<file path="src/rtl/fetch.sv">
// Instruction fetch stage: PC generation, one-cycle-latency imem requests and a
// small {instr, pc} queue toward decode. Define FETCH_STALL_CNT_EN to add stall_cnt.
module fetch #(
  parameter logic [31:0] RESET_PC = 32'h0000_0000,
  parameter int unsigned FQ_DEPTH = 4
) (
  input  logic        clk,
  input  logic        reset,
  output logic        imem_en,
  output logic [31:0] imem_addr,
  input  logic [31:0] imem_rdata,
  input  logic        redirect_valid,
  input  logic [31:0] redirect_pc,
  output logic [31:0] instr,
  output logic [31:0] pc_out,
  output logic        valid_out,
  input  logic        ready_out
`ifdef FETCH_STALL_CNT_EN
  ,
  output logic [31:0] stall_cnt
`endif
);

  localparam int unsigned PW = (FQ_DEPTH > 1) ? $clog2(FQ_DEPTH) : 1;
  localparam int unsigned CW = PW + 1;

  logic [31:0]   pc_q;
  logic          inflight_q;
  logic [31:0]   inflight_pc_q;
  logic [PW-1:0] wr_ptr_q;
  logic [PW-1:0] rd_ptr_q;
  logic [CW-1:0] count_q;
  logic [31:0]   fifo_instr [FQ_DEPTH];
  logic [31:0]   fifo_pc    [FQ_DEPTH];

  logic          pop;
  logic          push;
  logic [CW:0]   occ;

  always_comb begin
    valid_out = (count_q != '0);
    instr     = fifo_instr[rd_ptr_q];
    pc_out    = fifo_pc[rd_ptr_q];
    pop       = valid_out && ready_out;
    // A response arriving alongside a redirect belongs to the old path.
    push      = inflight_q && !redirect_valid;
    // Slots already promised: queued entries plus the outstanding response,
    // less the entry leaving this cycle. pop implies count_q >= 1.
    occ       = {1'b0, count_q} + (CW+1)'(inflight_q) - (CW+1)'(pop);
    imem_en   = !reset && !redirect_valid && (occ < (CW+1)'(FQ_DEPTH));
    imem_addr = pc_q;
  end

  always_ff @(posedge clk) begin
    if (reset) begin
      pc_q          <= RESET_PC;
      inflight_q    <= 1'b0;
      inflight_pc_q <= '0;
      wr_ptr_q      <= '0;
      rd_ptr_q      <= '0;
      count_q       <= '0;
    end else if (redirect_valid) begin
      pc_q       <= redirect_pc;
      inflight_q <= 1'b0;
      wr_ptr_q   <= '0;
      rd_ptr_q   <= '0;
      count_q    <= '0;
    end else begin
      if (imem_en) begin
        pc_q          <= pc_q + 32'd4;
        inflight_pc_q <= pc_q;
      end
      inflight_q <= imem_en;
      if (push) wr_ptr_q <= wr_ptr_q + PW'(1);
      if (pop)  rd_ptr_q <= rd_ptr_q + PW'(1);
      case ({push, pop})
        2'b10:   count_q <= count_q + CW'(1);
        2'b01:   count_q <= count_q - CW'(1);
        default: count_q <= count_q;
      endcase
    end
  end

  always_ff @(posedge clk) begin
    if (push && !reset) begin
      fifo_instr[wr_ptr_q] <= imem_rdata;
      fifo_pc[wr_ptr_q]    <= inflight_pc_q;
    end
  end

`ifdef FETCH_STALL_CNT_EN
  always_ff @(posedge clk) begin
    if (reset) begin
      stall_cnt <= '0;
    end else if (valid_out && !ready_out) begin
      stall_cnt <= stall_cnt + 32'd1;
    end
  end
`endif

endmodule

</file>
<file path="config.mk">
export PLATFORM = sky130hd
export DESIGN_NAME = fetch
export DESIGN_NICKNAME = d
export VERILOG_FILES = /design/src/rtl/fetch.sv
export SDC_FILE = /design/constraint.sdc
export NUM_CORES = 1
export LEC_CHECK = 0
export ABC_AREA = 1
export ABC_CLOCK_PERIOD_IN_PS = 10700
export BUFFER_PORTS_ARGS = -buffer_cell sky130_fd_sc_hd__buf_2
export CAP_MARGIN = 30
export CORE_MARGIN = 2
export CORE_UTILIZATION = 35
export CTS_CLUSTER_DIAMETER = 40
export CTS_CLUSTER_SIZE = 14
export DETAILED_ROUTE_END_ITERATION = 8
export HOLD_SLACK_MARGIN = 0.06
export SYNTH_ARGS = -nofsm -noshare
export SYNTH_HDL_FRONTEND = slang
export SYNTH_SLANG_ARGS = --single-unit
</file>
<file path="constraint.sdc">
create_clock -name clk -period 10.7 [get_ports clk]
set_clock_uncertainty 0.15 [all_clocks]
set_input_delay 0 -clock clk [delete_from_list [all_inputs] [get_ports clk]]
set_output_delay 0 -clock clk [all_outputs]
set_load 0.05 [all_outputs]
</file>
# [After elaboration in Yosys (flattened, before gate mapping)]
# Memory sizes are Yosys's and may differ from the RTL's. A register that Yosys moved wholly into a read port is not among the register bits.
# Index checks and enable logic that the tools add are counted.
[word_totals] mem_bits_ro=0 wordCells=40 latch_bits=0 memories=2 input_bits=68 out_inout_bits=98 ramBits=256 reg_bits=72
[classes] n_mul=0 div_mod_pow=0 magnitude_cmp=1 reduce_logical=12 n_bitwise=1 shifts=0 n_addsub=7 muxes=9 n_eq_ne=2
[mem_list] memory="fifo_instr" words=4 word_bits=32 rd=1 rd_ports_with_merged_regs=1 write_ports=1 line_no="33" text="logic [31:0] fifo_instr [FQ_DEPTH];"
[mem_list] memory="fifo_pc" words=4 word_bits=32 rd=1 rd_ports_with_merged_regs=1 write_ports=1 line_no="34" text="logic [31:0] fifo_pc [FQ_DEPTH];"
[ops] op="two-way mux 32 bit" count=2
[ops] op="adder 32 x 3 -> 32 bit (second input constant)" count=1
[ops] op="two-way mux 2 bit" count=4
[ops] op="one-hot mux 3 bit (2 select lines)" count=1
[ops] op="logical AND 1 bit" count=5
[ops] op="adder 2 x 1 -> 2 bit (second input constant)" count=2
[ops] op="adder 3 x 1 -> 4 bit" count=1
[ops] op="less-than comparator 4 x 3 -> 1 bit (second input constant)" count=1
[ops] op="nonzero test 2 bit" count=2
[ops] op="subtractor 4 x 1 -> 4 bit" count=1
[ops] op="adder 3 x 1 -> 3 bit (second input constant)" count=1
[ops] op="nonzero test 3 bit" count=1
[ops] op="subtractor 3 x 1 -> 3 bit (second input constant)" count=1
[ops] op="equality test 2 x 1 -> 1 bit (second input constant)" count=1
[ops] op="equality test 2 bit (second input constant)" count=1
[ops] op="zero test 1 bit" count=2
[ops] op="two-way mux 1 bit" count=2
[ops] op="AND reduction 2 bit" count=1
[ops] op="OR reduction 2 bit" count=1
[ops] op="inverter 1 bit" count=1

# [Depth between registers and ports, before layout]
[depth] depth_word=7 mapped_depth=17 mapped_depth_nobuf=16

# [Least setup slack after synthesis]
# No wires, ideal clock.
[synth_path] path_type="register to register" start="register wr_ptr_q[0]" end="memory fifo_instr[2][0] (enable)" arrival_time_ps=3238 setup_slack_ps=6826 setup_ps=486 path_buffers=0 required_ps=10064 period_less_slack_ps=3874 path_stages_with_launch=5 cell_sequence="dfxtp_1 -> inv_1 -> ha_1 -> inv_1 -> nor2_1"
[synth_rtl] item="start, declared" line_no="30" text="logic [PW-1:0] wr_ptr_q;"
[synth_rtl] item="start signal, assigned" line_no="74" text="if (push) wr_ptr_q <= wr_ptr_q + PW'(1);"
[synth_rtl] item="end, declared" line_no="33"
# No word-level cell before the write port.

# [Worst setup path after layout]
[layout_path] start="register count_q[2]" end="register pc_q[6], in the netlist imem_addr[6]"
[layout_via] elab_chain_len=6 word_cells_on_any_way=7 classes_between="2 x add/sub; 1 x order compare; 4 x reduce/logical"
[layout_lines] item="start, declared" line_no="32" text="logic [CW-1:0] count_q;"
[layout_lines] item="start signal, assigned" line_no="77" text="2'b10: count_q <= count_q + CW'(1);"
[layout_lines] item="start signal, assigned" line_no="78" text="2'b01: count_q <= count_q - CW'(1);"
[layout_lines] item="start signal, assigned" line_no="79" text="default: count_q <= count_q;"
[layout_lines] item="nonzero test 3 bit" line_no="41" text="valid_out = (count_q != '0);"
[layout_lines] item="logical AND 1 bit" line_no="44" text="pop = valid_out && ready_out;"
[layout_lines] item="named net pop" line_no="36" text="logic pop;"
[layout_lines] item="subtractor 4 x 1 -> 4 bit" line_no="49" text="occ = {1'b0, count_q} + (CW+1)'(inflight_q) - (CW+1)'(pop);"
[layout_lines] item="less-than comparator 4 x 3 -> 1 bit" line_no="50" text="imem_en = !reset && !redirect_valid && (occ < (CW+1)'(FQ_DEPTH));"
[layout_lines] item="logical AND 1 bit" line_no="50"
[layout_lines] item="nonzero test 2 bit (no line)"
[layout_lines] item="end signal, assigned" line_no="63" text="pc_q <= redirect_pc;"
[layout_lines] item="end signal, assigned" line_no="70" text="pc_q <= pc_q + 32'd4;"
[layout_lines] item="end, declared" line_no="27" text="logic [31:0] pc_q;"
# The timed path passes the listed nets, and every way through them passes these cells.
# A chain may end at the register's enable or synchronous reset.

==> impl_metrics.py <==
metrics = {
    "outcome": {
        "outcome": "completed",
    },
    "sta": {
        "finalSetupTns_ns": 0,
        "finalMaxSlewViolations": 0,
        "max_freq_ghz": 0.284,
        "worst_pin_slew_ns": 0.874,
        "setup_violations": 0,
        "min_period_ns": 3.52,
        "relSlewSlack": 0.417,
        "report.final.hold_viol_count": 0,
        "rsz0062_at_grt": "false",
        "fin_crit_sh": 0.329,
    },
    "cts": {
        "holdBufCountCts": 142,
        "cts_root_buf": "clkbuf_16",
        "cts_tree": "built",
        "clock_latency_ns": 0.54,
        "clockBufferDepth": 3,
        "cts_buffers": 44,
        "postCtsSetupRepairBufs": 0,
        "h-tree-depth": 2,
        "post_cts_resized": 0,
        "clk_pin_slew_worst_paths_ns": 0.06,
        "cts.sinks": 330,
    },
    "yosys": {
        "syn-num-nets": 1305,
        "ys_seq_area_frac": 0.688,
        "yosysUniqueCellTypes": 29,
        "syn_inst": 1227,
        "avgSynthCellArea_um2": 10.9,
        "ys.flop_type": "edfxtp_1",
        "synth_top_area_cell": "edfxtp_1",
        "async_reset_ff_frac": 0,
        "synth_xor_area_frac": 0.00723,
        "ys_ff_latch": 330,
        "synth_top_area_frac": 0.577,
        "synth_compound_area_frac": 0.112,
        "synthAdderAreaFrac": 0.00996,
        "syn_area_um2": 13300,
        "synth_edf_count": 256,
        "synthMuxAreaShare": 0,
        "synthSimpleGateAreaFrac": 0.142,
        "ys_warn_count": 0,
        "synthTopCellsByArea": "edfxtp_1 (58%), dfxtp_1 (11%), o21ai_0 (6.1%)",
        "synth_top_family_by_area": "simple AND/OR/NAND/NOR gates",
    },
    "route": {
        "dr_total_vias": 9919,
        "wl_um": 33400,
        "drc": 0,
        "vias_per_cell": 4.79,
        "drtIter0Drc": 542,
        "ant_nets": 0,
        "wl_per_cell_um": 16.1,
        "dr.pass1.iters": 4,
    },
    "power": {
        "cellPowerDensity_nw_per_um2": 173,
        "finalPower_w": 0.00302,
        "vdd_drop_max_uv": 128,
        "p_leak_nw": 6.68,
    },
    "setup_path": {
        "crit_chain": "inv_2 -> nand3_1 -> nand2_1 -> inv_1 -> ha_1 -> inv_1 -> ha_1 -> nand3_1 -> nand3_1 -> nand2_1 -> nand3_2 -> buf_4 -> nand2_1 -> inv_1 -> nand2_1 -> a21oi_1 -> dlygate4sd3_1",
        "worstReg2RegEnd": "imem_addr[6]",
        "critical_path_required_ns": 11.03,
        "arrival_ns": 3.85,
        "critPathMaxStageDelay_ns": 0.56,
        "critical-path-top-delay-family": "buffers and inverters",
        "rr_worst_depth": 17,
        "reg2reg_slack_ns": 7.18,
        "cp_max_fo": 50,
        "crit_type": "reg2reg",
        "end_kind": "register",
        "timing.rr.start": "count_q[2]",
        "worst-path-buf-inv": 6,
        "crit_top_cell": "nand2_1",
        "startpoint_type": "register",
        "slowest_stage": "dlygate4sd3_1",
    },
    "final_layout": {
        "drive_above_1_share": 0.176,
        "final_common_cell": "edfxtp_1",
        "fin_cells": 2072,
        "nFillCells": 3466,
        "final_cell_mix": "edfxtp_1 (256), nor2_1 (209), nand2_1 (192), buf_2 (165), o21ai_0 (162)",
        "antennaDiodeCount": 0,
        "area_growth_pct": 31.2,
        "finish.instance_area_um2": 17500,
        "fin_nets": 1603,
    },
    "grt": {
        "grt-ovfl-total": 0,
        "antenna_found_initial": 0,
        "track_usage": 0.165,
        "grt_pass1_wl_um": 51000,
        "grt_pass1_vias": 9364,
        "grt_max_degree": 101,
    },
    "min_path": {
        "min_from": "imem_rdata[10]",
        "worstHoldEndpoint": "fifo_instr[2][10]",
        "min_path_type": "in2reg",
        "hold_depth": 2,
    },
    "die": {
        "die_area_um2": 39600,
        "die_h_um": 199,
        "rows": 71,
        "core-area_um2": 37600,
        "initial_core_util": 0.354,
        "io_pins": 166,
        "die_w_um": 199,
    },
    "place": {
        "placed_cells": 1847,
        "place.gp.congestion": 0.804,
        "port_buffers": 165,
        "postPlaceCellArea_um2": 14600,
        "hpwl_um": 19200,
    },
    "job": {
        "drv_cap": 0,
    },
}
[worst max-delay path by stage]
stage,start,to,slack [ns],cells after the start
after floorplan,wr_ptr_q[0],fifo_instr[2][0],6.83,4
after global placement,reset,fifo_pc[3][7],7.40,7
after detailed placement,reset,fifo_pc[3][7],7.42,7
after CTS,count_q[2],imem_addr[3],7.24,17
after global routing,count_q[2],imem_addr[10],6.93,17
final,count_q[2],imem_addr[6],7.18,17
[registers in the layout, summed over array words and instances (netlist names), named ones only]
name and flops:
inflight_pc_q 32, fifo_instr 128, count_q 3, rd_ptr_q 2
fifo_pc 128, inflight_q 1, imem_addr 32, wr_ptr_q 2
[routing by layer]
layer	part of all wire	track usage	wire length, µm
met2	0.47	0.276	15800
met1	0.46	0.221	15300
met3	0.053	0.0297	1760
met4	0.018	0.0459	609
met5	0	0	0
[cell type report]
cell class	instances	area, µm²	share of cell area
Tap cell	511	639	0.0366
Clock inverter	30	251	0.0144
Inverter	62	236	0.0135
Multi-Input combinational cell	770	3640	0.208
Clock buffer	52	1190	0.0684
Timing Repair Buffer	317	2340	0.134
Sequential cell	330	9170	0.525
[cells by family (layout without fill, tap and decap cells)]
kind of cell,count (synthesis),after routing
buffers and inverters,127,461
adder cells (fa/ha/maj),10,10
XOR/XNOR,11,11
AO/OA/AOI/OAI,279,279
AND/OR/NAND/NOR,470,470
flip-flops,330,330
[cells in the mapped netlist, types with 6 or more instances]
library cell  instances
nand3_1              50
buf_6                 6
clkbuf_1             47
edfxtp_1            256
o21ai_0             162
nor2_2                7
dfxtp_1              74
buf_2                 8
nor2_1              213
nand2_1             192
xor2_1                6
ha_1                  9
inv_1                58
o22ai_1              64
a21oi_1              49
[per-stage QoR]
step,setup slack (ns),utilization,hold slack (ns)
finish,7.18,0.465,0.0854
global route,6.93,0.465,0.0661
CTS,7.24,0.464,0.0602
detailed placement,7.42,0.388,0.0732
global placement,7.40,0.388,0.0683
floorplan,6.83,-,-0.0511
[power by group]
group / internal [W] / total, W / switching (W)
logic: 0.0000754 / 0.000195 / 0.000120
clock network: 0.000821 / 0.00140 / 0.000583
registers: 0.00140 / 0.00143 / 0.0000255
Power figures use the tool's default switching activity.
